`src/rtl/cps2_timing_pkg.sv`:
```
// Shared timing definitions for the scan-converter output raster.
//
// Holds the lock FSM state encoding, the default line-buffer ring depth,
// the CPS2 source raster dimensions, and a helper that measures the
// circular distance between two line numbers.
package cps2_timing_pkg;

  typedef enum logic [1:0] {
    ST_IDLE   = 2'd0,
    ST_RUN    = 2'd1,
    ST_LOCKED = 2'd2
  } lbuf_state_e;

  localparam int NUM_LINE_BUFFERS_DEF = 40;

  localparam int CPS2_SRC_H_ACTIVE = 384;
  localparam int CPS2_SRC_V_ACTIVE = 224;

  // Shortest distance between lines a and b on a raster of m lines.
  // a + m - b may overflow 11 bits, but the true result is < m, so the
  // modular wrap of the intermediate sum is harmless.
  function automatic logic [10:0] ring_dist(input logic [10:0] a,
                                            input logic [10:0] b,
                                            input logic [10:0] m);
    logic [10:0] d;
    d = (a >= b) ? (a - b) : (a + m - b);
    return (d <= (m - d)) ? d : (m - d);
  endfunction

endpackage

```
`src/rtl/lbuf_readout_ctrl_rep_counter.sv`:
```
// rep_counter: replication index plus read-address counter.
//
// The replica index cycles 0..MULT-1 on each step; the address advances
// when the index rolls over and wraps from ADDR_WRAP-1 back to 0.
// clear_i has priority over step_i and forces both counts to 0.
//
// Ports:
//   clk_i    clock
//   rst_ni   asynchronous active-low reset
//   clear_i  synchronous clear of index and address
//   step_i   advance by one replica position
//   ctr_o    replica index
//   addr_o   read address
module rep_counter
  import cps2_timing_pkg::*;
#(
  parameter int MULT      = 2,
  parameter int CTR_W     = 3,
  parameter int ADDR_W    = 9,
  parameter int ADDR_WRAP = 512
) (
  input  logic              clk_i,
  input  logic              rst_ni,
  input  logic              clear_i,
  input  logic              step_i,
  output logic [CTR_W-1:0]  ctr_o,
  output logic [ADDR_W-1:0] addr_o
);

  localparam logic [CTR_W-1:0]  CTR_LAST  = CTR_W'(MULT - 1);
  localparam logic [ADDR_W-1:0] ADDR_LAST = ADDR_W'(ADDR_WRAP - 1);

  logic [CTR_W-1:0]  ctr_q,  ctr_d;
  logic [ADDR_W-1:0] addr_q, addr_d;

  always_comb begin
    ctr_d  = ctr_q;
    addr_d = addr_q;
    if (clear_i) begin
      ctr_d  = '0;
      addr_d = '0;
    end else if (step_i) begin
      if (ctr_q == CTR_LAST) begin
        ctr_d  = '0;
        addr_d = (addr_q == ADDR_LAST) ? '0 : addr_q + 1'b1;
      end else begin
        ctr_d = ctr_q + 1'b1;
      end
    end
  end

  always_ff @(posedge clk_i or negedge rst_ni) begin
    if (!rst_ni) begin
      ctr_q  <= '0;
      addr_q <= '0;
    end else begin
      ctr_q  <= ctr_d;
      addr_q <= addr_d;
    end
  end

  assign ctr_o  = ctr_q;
  assign addr_o = addr_q;

endmodule

```
`src/rtl/lbuf_readout_ctrl.sv`:
```
// lbuf_readout_ctrl: output raster timing generator and line-buffer read
// sequencer for the scan converter.
//
// Stage 0 (counters): hcnt/vcnt raster position, line-buffer read column
// and line, horizontal/vertical replica indices.
// Stage 1 (strobes): HSYNC/VSYNC/DE/mask for the stage-0 position of the
// previous clock, lining up with the one-clock line-buffer read latency.
//
// Build option FRAMELOCK_EN:
//   defined   - raster waits for frame_start, then tracks it, forcing
//               vcnt back to V_LOCK_LINE when the error exceeds LOCK_WIN.
//   undefined - frame_start is ignored; raster free-runs from reset and
//               reports locked=1 permanently.
//
// State table:
//   state     | meaning
//   ST_IDLE   | counters held at 0, strobes inactive, waiting to start
//   ST_RUN    | raster running, not (yet) in lock with the input frame
//   ST_LOCKED | raster running and frame_start lands inside LOCK_WIN
//
// Ports:
//   PCLK_in          output pixel clock
//   reset_n          asynchronous active-low reset
//   frame_start      input frame start pulse (PCLK_in domain)
//   hcnt_ext/vcnt_ext         raster counters
//   hcnt_ext_lbuf/vcnt_ext_lbuf  line-buffer read column / line
//   hctr_ext/vctr_ext         horizontal / vertical replica index
//   HSYNC_ext/VSYNC_ext       active-low syncs
//   DE_ext           data enable
//   mask_enable_ext  DE outside the source window
//   locked           raster running and in lock
//   resync           one-clock pulse when vcnt was forced
module lbuf_readout_ctrl
  import cps2_timing_pkg::*;
#(
  parameter int H_TOTAL          = 1056,
  parameter int H_SYNCLEN        = 128,
  parameter int H_BACKPORCH      = 88,
  parameter int H_ACTIVE         = 800,
  parameter int V_TOTAL          = 628,
  parameter int V_SYNCLEN        = 4,
  parameter int V_BACKPORCH      = 23,
  parameter int V_ACTIVE         = 600,
  parameter int SRC_H_ACTIVE     = CPS2_SRC_H_ACTIVE,
  parameter int SRC_V_ACTIVE     = CPS2_SRC_V_ACTIVE,
  parameter int H_MULT           = 2,
  parameter int V_MULT           = 2,
  parameter int NUM_LINE_BUFFERS = NUM_LINE_BUFFERS_DEF,
  parameter int V_LOCK_LINE      = 0,
  parameter int LOCK_WIN         = 2
) (
  input  logic        PCLK_in,
  input  logic        reset_n,
  input  logic        frame_start,
  output logic [10:0] hcnt_ext,
  output logic [10:0] vcnt_ext,
  output logic [8:0]  hcnt_ext_lbuf,
  output logic [5:0]  vcnt_ext_lbuf,
  output logic [2:0]  hctr_ext,
  output logic [2:0]  vctr_ext,
  output logic        HSYNC_ext,
  output logic        VSYNC_ext,
  output logic        DE_ext,
  output logic        mask_enable_ext,
  output logic        locked,
  output logic        resync
);

  localparam int H_WIN = SRC_H_ACTIVE * H_MULT;
  localparam int V_WIN = SRC_V_ACTIVE * V_MULT;
  localparam int HS    = H_SYNCLEN + H_BACKPORCH + (H_ACTIVE - H_WIN) / 2;
  localparam int VS    = V_SYNCLEN + V_BACKPORCH + (V_ACTIVE - V_WIN) / 2;

  localparam logic [10:0] HT_LAST    = 11'(H_TOTAL - 1);
  localparam logic [10:0] VT_LAST    = 11'(V_TOTAL - 1);
  localparam logic [10:0] H_SYNC_END = 11'(H_SYNCLEN);
  localparam logic [10:0] V_SYNC_END = 11'(V_SYNCLEN);
  localparam logic [10:0] H_DE_BEG   = 11'(H_SYNCLEN + H_BACKPORCH);
  localparam logic [10:0] H_DE_END   = 11'(H_SYNCLEN + H_BACKPORCH + H_ACTIVE);
  localparam logic [10:0] V_DE_BEG   = 11'(V_SYNCLEN + V_BACKPORCH);
  localparam logic [10:0] V_DE_END   = 11'(V_SYNCLEN + V_BACKPORCH + V_ACTIVE);
  localparam logic [10:0] H_WIN_BEG  = 11'(HS);
  localparam logic [10:0] H_WIN_END  = 11'(HS + H_WIN);
  localparam logic [10:0] V_WIN_BEG  = 11'(VS);
  localparam logic [10:0] V_WIN_END  = 11'(VS + V_WIN);
  localparam logic [10:0] V_LOCK     = 11'(V_LOCK_LINE);
`ifdef FRAMELOCK_EN
  localparam logic [10:0] V_TOT      = 11'(V_TOTAL);
  localparam logic [10:0] LOCK_W     = 11'(LOCK_WIN);
`endif

  lbuf_state_e state_q;
  logic [10:0] hcnt_q, hcnt_d;
  logic [10:0] vcnt_q, vcnt_d;
  logic        hsync_q, vsync_q, de_q, mask_q, locked_q, resync_q;

  logic running;
  logic jump;       // counters loaded with (0, V_LOCK_LINE) this clock
  logic fs_force;   // jump that counts as a resync
  logic line_wrap;
  logic h_clr, h_step, v_clr, v_step;
  logic h_de, v_de, h_win, v_win;
`ifdef FRAMELOCK_EN
  logic lock_hit;
`else
  logic [11:0] unused_cfg;
  assign unused_cfg = {frame_start, 11'(LOCK_WIN)};
`endif

  always_comb begin
    running = (state_q != ST_IDLE);
`ifdef FRAMELOCK_EN
    lock_hit = ring_dist(vcnt_q, V_LOCK, V_TOT) <= LOCK_W;
    jump     = frame_start && (!running || !lock_hit);
    fs_force = frame_start && running && !lock_hit;
`else
    jump     = 1'b0;
    fs_force = 1'b0;
`endif

    // A forced load takes priority over the normal wrap.
    hcnt_d    = hcnt_q;
    vcnt_d    = vcnt_q;
    line_wrap = 1'b0;
    if (jump) begin
      hcnt_d = '0;
      vcnt_d = V_LOCK;
    end else if (running) begin
      if (hcnt_q == HT_LAST) begin
        hcnt_d    = '0;
        line_wrap = 1'b1;
        vcnt_d    = (vcnt_q == VT_LAST) ? '0 : vcnt_q + 11'd1;
      end else begin
        hcnt_d = hcnt_q + 11'd1;
      end
    end

    // Replica counters are registered alongside hcnt/vcnt, so their
    // control is decoded from the next raster position.
    h_clr  = (hcnt_d < H_WIN_BEG) || (hcnt_d >= H_WIN_END) || (hcnt_d == H_WIN_BEG);
    h_step = !h_clr;
    v_clr  = jump || (vcnt_d < V_WIN_BEG) || (vcnt_d >= V_WIN_END) || (vcnt_d == V_WIN_BEG);
    v_step = line_wrap && !v_clr;

    h_de  = (hcnt_q >= H_DE_BEG)  && (hcnt_q < H_DE_END);
    v_de  = (vcnt_q >= V_DE_BEG)  && (vcnt_q < V_DE_END);
    h_win = (hcnt_q >= H_WIN_BEG) && (hcnt_q < H_WIN_END);
    v_win = (vcnt_q >= V_WIN_BEG) && (vcnt_q < V_WIN_END);
  end

  always_ff @(posedge PCLK_in or negedge reset_n) begin
    if (!reset_n) begin
      state_q  <= ST_IDLE;
      hcnt_q   <= '0;
      vcnt_q   <= '0;
      hsync_q  <= 1'b1;
      vsync_q  <= 1'b1;
      de_q     <= 1'b0;
      mask_q   <= 1'b0;
      locked_q <= 1'b0;
      resync_q <= 1'b0;
    end else begin
      hcnt_q   <= hcnt_d;
      vcnt_q   <= vcnt_d;
      resync_q <= fs_force;

`ifdef FRAMELOCK_EN
      case (state_q)
        ST_IDLE: begin
          if (frame_start) state_q <= ST_RUN;
          locked_q <= 1'b0;
        end
        ST_RUN: begin
          if (frame_start && lock_hit) begin
            state_q  <= ST_LOCKED;
            locked_q <= 1'b1;
          end
        end
        ST_LOCKED: begin
          if (frame_start && !lock_hit) begin
            state_q  <= ST_RUN;
            locked_q <= 1'b0;
          end
        end
        default: begin
          state_q  <= ST_IDLE;
          locked_q <= 1'b0;
        end
      endcase
`else
      state_q  <= ST_LOCKED;
      locked_q <= 1'b1;
`endif

      // Strobes for the position the counters held during this clock.
      hsync_q <= !(running && (hcnt_q < H_SYNC_END));
      vsync_q <= !(running && (vcnt_q < V_SYNC_END));
      de_q    <= running && h_de && v_de;
      mask_q  <= running && h_de && v_de && !(h_win && v_win);
    end
  end

  rep_counter #(
    .MULT      (H_MULT),
    .CTR_W     (3),
    .ADDR_W    (9),
    .ADDR_WRAP (SRC_H_ACTIVE)
  ) u_hrep (
    .clk_i   (PCLK_in),
    .rst_ni  (reset_n),
    .clear_i (h_clr),
    .step_i  (h_step),
    .ctr_o   (hctr_ext),
    .addr_o  (hcnt_ext_lbuf)
  );

  rep_counter #(
    .MULT      (V_MULT),
    .CTR_W     (3),
    .ADDR_W    (6),
    .ADDR_WRAP (NUM_LINE_BUFFERS)
  ) u_vrep (
    .clk_i   (PCLK_in),
    .rst_ni  (reset_n),
    .clear_i (v_clr),
    .step_i  (v_step),
    .ctr_o   (vctr_ext),
    .addr_o  (vcnt_ext_lbuf)
  );

  assign hcnt_ext        = hcnt_q;
  assign vcnt_ext        = vcnt_q;
  assign HSYNC_ext       = hsync_q;
  assign VSYNC_ext       = vsync_q;
  assign DE_ext          = de_q;
  assign mask_enable_ext = mask_q;
  assign locked          = locked_q;
  assign resync          = resync_q;

endmodule

```
`config.mk`:
```
export PLATFORM = sky130hd
export DESIGN_NAME = lbuf_readout_ctrl
export DESIGN_NICKNAME = d
export VERILOG_FILES = /design/src/rtl/cps2_timing_pkg.sv /design/src/rtl/lbuf_readout_ctrl_rep_counter.sv /design/src/rtl/lbuf_readout_ctrl.sv
export SDC_FILE = /design/constraint.sdc
export NUM_CORES = 1
export LEC_CHECK = 0
export ABC_AREA = 1
export CAP_MARGIN = 20
export CORE_MARGIN = 2
export CORE_UTILIZATION = 54
export CTS_CLUSTER_DIAMETER = 100
export DETAILED_ROUTE_END_ITERATION = 16
export PLACE_DENSITY_LB_ADDON = 0.1
export RECOVER_POWER = 50
export SLEW_MARGIN = 25
export SYNTH_ARGS = -nofsm -noshare
export SYNTH_HDL_FRONTEND = slang
export SYNTH_SLANG_ARGS = --single-unit
```
`constraint.sdc`:
```
create_clock -name PCLK_in -period 3 [get_ports PCLK_in]
set_clock_uncertainty 0.15 [all_clocks]
set_input_delay 0.45 -clock PCLK_in [delete_from_list [all_inputs] [get_ports PCLK_in]]
set_output_delay 0.45 -clock PCLK_in [all_outputs]
set_load 0.005 [all_outputs]
```
-- Word-level counts from Yosys, hierarchy flattened
Cells that the tools add are included.
Widths: inputs -> output; s select.
- register bits: 48
- bits of input ports: 3
- output and inout port bits: 49
- logic and storage cells: 81
- add/sub/neg operators: 6
- order comparisons: 14
- equal/unequal tests: 8
- multiplexer cells: 19
- reductions and logical operators: 23
- operator list (kind ; number):
    $mux 11 ; 5
    $lt 11x10->1 const B ; 4
    $mux 9 ; 3
    $mux 6 ; 4
    $add 11x1->11 const B ; 2
    $ge 11x10->1 const B ; 2
    $ge 11x8->1 const B ; 2
    $lt 11x8->1 const B ; 2
    $mux 3 ; 5
    $eq 11x10->1 const B ; 1
    $eq 11x11->1 const B ; 1
    $eq 11x7->1 const B ; 1
    $eq 11x8->1 const B ; 1
    $ge 11x5->1 const B ; 1
    $ge 11x7->1 const B ; 1
    $logic_and 1x1->1 ; 11
    $lt 11x3->1 const B ; 1
    $lt 11x7->1 const B ; 1
    $add 9x1->9 const B ; 1
    $eq 9x9->1 const B ; 1
    $add 3x1->3 const B ; 2
    $add 6x1->6 const B ; 1
    $eq 3x1->1 const B ; 2
    $eq 6x6->1 const B ; 1
    other kinds (5) ; 14

-- Longest topological paths before layout
- depth in word-level cells: 11
- gate-level depth with buffers: 19

-- By module
From an unflattened synthesis, not the netlist that was laid out.
- cell total of the unflattened synthesis: 432
- area total of the unflattened synthesis: 3131.8 µm²
- modules (own cells, without submodules) (module ; instances ; cells each ; area an instance (µm²) ; sequential area each (µm²)):
    lbuf_readout_ctrl ; 1 ; 267 ; 1895.6 ; 678.2
    rep_counter at u_hrep ; 1 ; 96 ; 724.4 ; 300.3
    rep_counter at u_vrep ; 1 ; 69 ; 511.7 ; 225.2

-- Worst setup path after synthesis
Ideal clock, no wire load.
- kind: reg-to-reg
- from: reg vcnt_q[0] (netlist: vcnt_ext[0])
- to: reg u_vrep.ctr_q[1] (netlist: u_vrep.ctr_o[1])
- setup time: 0.118 ns
- data arrival time: 1.934 ns
- data required time: 2.732 ns
- path slack: 0.799 ns
- stages on the path, launching flop included: 13
- path buffers: 0
- period minus slack after synthesis: 2.201 ns
- cells stage by stage: dfrtp_1 -> ha_1 -> nand3_2 -> nor2_1 -> nand3_1 -> nor2_1 -> nand4_1 -> xor2_1 -> nor2_8 -> nand2_8 -> inv_2 -> nand3b_1 -> nand2_1
- word-level cells in the longest chain between the ends: 10
- RTL lines (item ; line ; text):
    start, declared ; lbuf_readout_ctrl.sv:94 ; logic [10:0] vcnt_q, vcnt_d;
    start signal, assigned ; lbuf_readout_ctrl.sv:164 ; vcnt_q <= vcnt_d;
    $add 11x1->11 or $eq 11x10->1 (tied branches) ; lbuf_readout_ctrl.sv:132 ; vcnt_d = (vcnt_q == VT_LAST) ? '0 : vcnt_q + 11'd1;
    $mux 11 * ; lbuf_readout_ctrl.sv:132 ;
    $mux 11 * ; lbuf_readout_ctrl.sv:129 ; if (hcnt_q == HT_LAST) begin
    $mux 11 * ; lbuf_readout_ctrl.sv:128 ; end else if (running) begin
    named net vcnt_d[10] ; lbuf_readout_ctrl.sv:94 ;
    $lt 11x7->1 or $ge 11x10->1 (tied branches) ; lbuf_readout_ctrl.sv:142 ; v_clr = jump || (vcnt_d < V_WIN_BEG) || (vcnt_d >= V_WIN_END) || (vcnt_d == V_WIN_BEG);
    $logic_or 1x1->1 ; lbuf_readout_ctrl.sv:142 ;
    $logic_or 1x1->1 * ; lbuf_readout_ctrl.sv:142 ;
    $logic_not 1->1 ; lbuf_readout_ctrl.sv:143 ; v_step = line_wrap && !v_clr;
    $logic_and 1x1->1 ; lbuf_readout_ctrl.sv:143 ;
    $reduce_bool 2->1 (no source line) ; -- ;
    end signal, assigned ; lbuf_readout_ctrl_rep_counter.sv:57 ; ctr_q <= ctr_d;
    end, declared ; lbuf_readout_ctrl_rep_counter.sv:33 ; logic [CTR_W-1:0] ctr_q, ctr_d;
The timed path passes the listed nets; every way through them passes the cells marked *.
A chain may end at the register's enable or synchronous reset.

-- Worst setup path after layout
- from: reg hcnt_q[0] (netlist: hcnt_ext[0])
- to: reg u_vrep.addr_q[1] (netlist: u_vrep.addr_o[1])
- word-level cells in the longest chain between the ends: 10
- RTL lines (item ; line ; text):
    start, declared ; lbuf_readout_ctrl.sv:93 ; logic [10:0] hcnt_q, hcnt_d;
    start signal, assigned ; lbuf_readout_ctrl.sv:163 ; hcnt_q <= hcnt_d;
    $eq 11x11->1 * ; lbuf_readout_ctrl.sv:129 ;
    $mux 11 * ; lbuf_readout_ctrl.sv:129 ;
    $mux 11 * ; lbuf_readout_ctrl.sv:128 ;
    named net vcnt_d[6] ; lbuf_readout_ctrl.sv:94 ;
    $lt 11x7->1 or $ge 11x10->1 (tied branches) ; lbuf_readout_ctrl.sv:142 ;
    $logic_or 1x1->1 ; lbuf_readout_ctrl.sv:142 ;
    $logic_or 1x1->1 * ; lbuf_readout_ctrl.sv:142 ;
    $logic_not 1->1 ; lbuf_readout_ctrl.sv:143 ;
    $logic_and 1x1->1 ; lbuf_readout_ctrl.sv:143 ;
    $reduce_bool 2->1 (no source line) ; -- ;
    $reduce_and 2->1 (no source line) ; -- ;
    end signal, assigned ; lbuf_readout_ctrl_rep_counter.sv:58 ; addr_q <= addr_d;
    end, declared ; lbuf_readout_ctrl_rep_counter.sv:34 ; logic [ADDR_W-1:0] addr_q, addr_d;
Marked as above.

==> metrics <==
top cells by count, synth=nand2_1, nor2_1, inv_1; multiplexer area fraction after synthesis=0; CTS root buf=clkbuf_8; f_max=between 300 and 400 MHz; Routed met2 length=3337 um; largest net degree at the start of global routing=between 40 and 50; Placed Cells=approximately 550; status=finished clean; starting density of the core=0.5508; Synth Area in Compound Gates=0.08438; Tcrit/Tclk final=0.8762; final hold vios=0; Placed Area=between 0.003 and 0.004 mm^2; Synth top area share=0.3594; Die Y=81.02 um; Post-route DRC=0; slowest CP cell=dfrtp_1; Max IR drop VDD=0.2929 mV; Mean Syn Cell Area=around 7.4 um^2; Syn. warnings=0; area grow syn2layout=19.96%; critical path fanouts, max=10; FP Rows=28; EDFF count, synth=0; post-detail-place hpwl=between 5000 and 6000 um; Critical Path RT=roughly 3 ns; Die X=81.02 um; H-tree levels=2; Sink Count=48; post-synth cell types=43; Worst Setup Path Type=flip-flop to flip-flop; Tot GR Track Use=0.2349; RSZ-0062 raised after global routing=no; die area=between 0.006 and 0.007 mm^2; syn nets=~440; final wirelength=slightly above 7000 um; CP max stage delay=approximately 0.40 ns; Final ANT Viol Nets=0; Seq cells post-synth=48; max layer used=met4; CTS tree=yes; Clock transition at path regs=about 0.09 ns; CP startpoint kind=flip-flop; Antenna Cells=0; Slew headroom=0.2016; Tot Pwr=about 1.5 mW; CP endpoint kind=flip-flop; WL per Instance=about 13 um; Pins Over Slew Limit=0; first-pass GRT wire length=~12000 um; leading area contributor after synthesis=dfrtp_1; post-route cell area=between 0.003 and 0.004 mm^2; Vias=roughly 3000; Worst-Skew Late Latency=about 0.31 ns; core area=0.005816 mm^2; clock buffer depth=2; gr ovfl total=0; Hold WS=around 0.22 ns; Synth Cell Area=between 0.003 and 0.004 mm^2; largest family of logic cells by synthesized area=simple AND/OR/NAND/NOR gates; Num CTS Buffers=5; most frequent CP cell=nand2_1; Final setup viols=0; share of layout cells above drive strength 1=0.1148; simple-gate share of the synthesized area=0.3691; Synth Area in Adders=0.01953; # Max-Cap Violations=0; DRT met1 WL=about 3400 um; I/O Pins=52; ys async rst share=1.000; # nets final=~490; critical-path cell list=ha_1 -> inv_1 -> nor2_1 -> nand2_1 -> nor3_1 -> nand2_4 -> nor2_2 -> nor2_1 -> nand2_2 -> inv_2 -> nor3_2 -> nand2_1 -> nand2_4 -> o211ai_2 -> nand2_1 -> nand2_1; instance count of the mapped netlist=430; drt pass-1 iters=4; worst slew pin tran=1.198 ns; initial antenna violation count=0; # port buffers=roughly 50; most used flip-flop cell after synthesis=dfrtp_1; Pwr Density=379.5 mW/mm^2; # fillers=between 500 and 600; sequential area share after synthesis=0.3758; Critical Path AT=about 2.7 ns; vias per inst=~5.3; class of the worst hold path=primary input to asynchronous set/reset pin; gpl congestion=0.9151; Synth Area in XOR/XNOR=0.04375; Period minus WS final=~2.6 ns; met3 WL=398 um; vias in the first global route=2669; top-count cell post-synth=nand2_1; DRT iter0 DRCs=approximately 160; non-filler cells, final=between 500 and 600; largest cells by area after synthesis=dfrtp_1, nand2_1, nor2_1; Leak Pwr=roughly 1.8 nW; setup TNS=0 ns
==> routing by layer <==
layer | up-vias | global-route usage
met2 | 91 | 0.3777
li1 | 1481 | -
met3 | 10 | 0.04222
met5 | - | 0
met4 | 0 | 0.07288
met1 | 1346 | 0.3223
==> logic make-up after synthesis <==
group                    Yosys count
flip-flops                        48
AND/OR/NAND/NOR                  237
adder cells (fa/ha/maj)            5
buffers and inverters             79
AO/OA/AOI/OAI                     43
other                              2
XOR/XNOR                          16
==> worst max-delay path, delay by kind of cell (launching register included) <==
family / cells / cell delay (ns)
adders and majority gates: 1 / 0.20
and+or+nand+nor: 12 / 1.50
DFF: 1 / 0.40
buffers and inverters: 2 / 0.09
AOI/OAI and AO/OA: 1 / 0.19
==> registers in the layout, indices dropped and copies added, names as in the netlist <==
signal	cells
DE_ext	1
HSYNC_ext	1
VSYNC_ext	1
hcnt_ext	11
locked	1
mask_enable_ext	1
u_hrep.addr_o	9
u_hrep.ctr_o	3
u_vrep.addr_o	6
u_vrep.ctr_o	3
vcnt_ext	11
==> cell type report <==
cell class | instances | area [um^2] | share of cell area
repair buffers | 54 | 523.0 | 0.1361
well taps | 75 | 93.84 | 0.02442
clock inverters | 3 | 47.55 | 0.01237
inverters | 66 | 252.7 | 0.06578
flip-flops and latches | 48 | 1204 | 0.3133
multi-input cells | 303 | 1653 | 0.4302
clock buffers | 5 | 68.82 | 0.01791
==> timing repair <==
action | 4_1_cts | 5_1_grt
buffers inserted | 0 | 0
gates resized for setup | 0 | 1
setup endpoints to repair | 0 | 6
hold buffers | 0 | 0
==> stage by stage <==
stage / worst slack, ns / utilization
finish: 0.3714 / 0.6607
global route: 0.1200 / 0.6607
CTS: 0.2402 / 0.6629
detailed placement: 0.2354 / 0.6429
global placement: 0.2893 / 0.6424
floorplan: 0.7987 / -
==> layout by cell type (no fill, tap or decap), types with 4 or more instances in the layout <==
cell / Yosys / final
nor2_2: 10 / 9
clkdlybuf4s50_1: 0 / 42
nand4_1: 17 / 17
o2111ai_1: 7 / 7
ha_1: 5 / 5
clkbuf_8: 0 / 5
buf_4: 4 / 5
nor2_1: 61 / 62
inv_1: 55 / 55
dlygate4sd3_1: 0 / 6
nand3_1: 32 / 32
nand3b_1: 4 / 4
a21oi_1: 15 / 15
nor3_1: 4 / 5
inv_2: 8 / 8
xor2_1: 13 / 13
o21ai_0: 8 / 9
nand2_2: 6 / 6
dfrtp_1: 46 / 46
nand2_1: 84 / 84
==> where the power goes <==
| group | internal [mW] | switching, mW | leakage (nW) |
|---|---|---|---|
| Combinational | 0.111 | 0.142 | 1.09 |
| Sequential | 0.682 | 0.0399 | 0.652 |
| Clock | 0.251 | 0.233 | 0.0583 |
| Total | 1.04 | 0.414 | 1.80 |
==> final timing paths <==
kind,cells after the start,endpoint,start,slack [ns]
min in group PCLK_in,1,u_hrep.ctr_o[0],u_hrep.ctr_o[0],0.38
max in group asynchronous,1,u_vrep.addr_o[1],reset_n,1.75
max reg2reg,16,u_vrep.addr_o[1],hcnt_ext[0],0.37
min reg2reg,1,u_hrep.ctr_o[0],u_hrep.ctr_o[0],0.38
min,1,locked,reset_n,0.22
max,16,u_vrep.addr_o[1],hcnt_ext[0],0.37
Power figures use the tool's default switching activity.
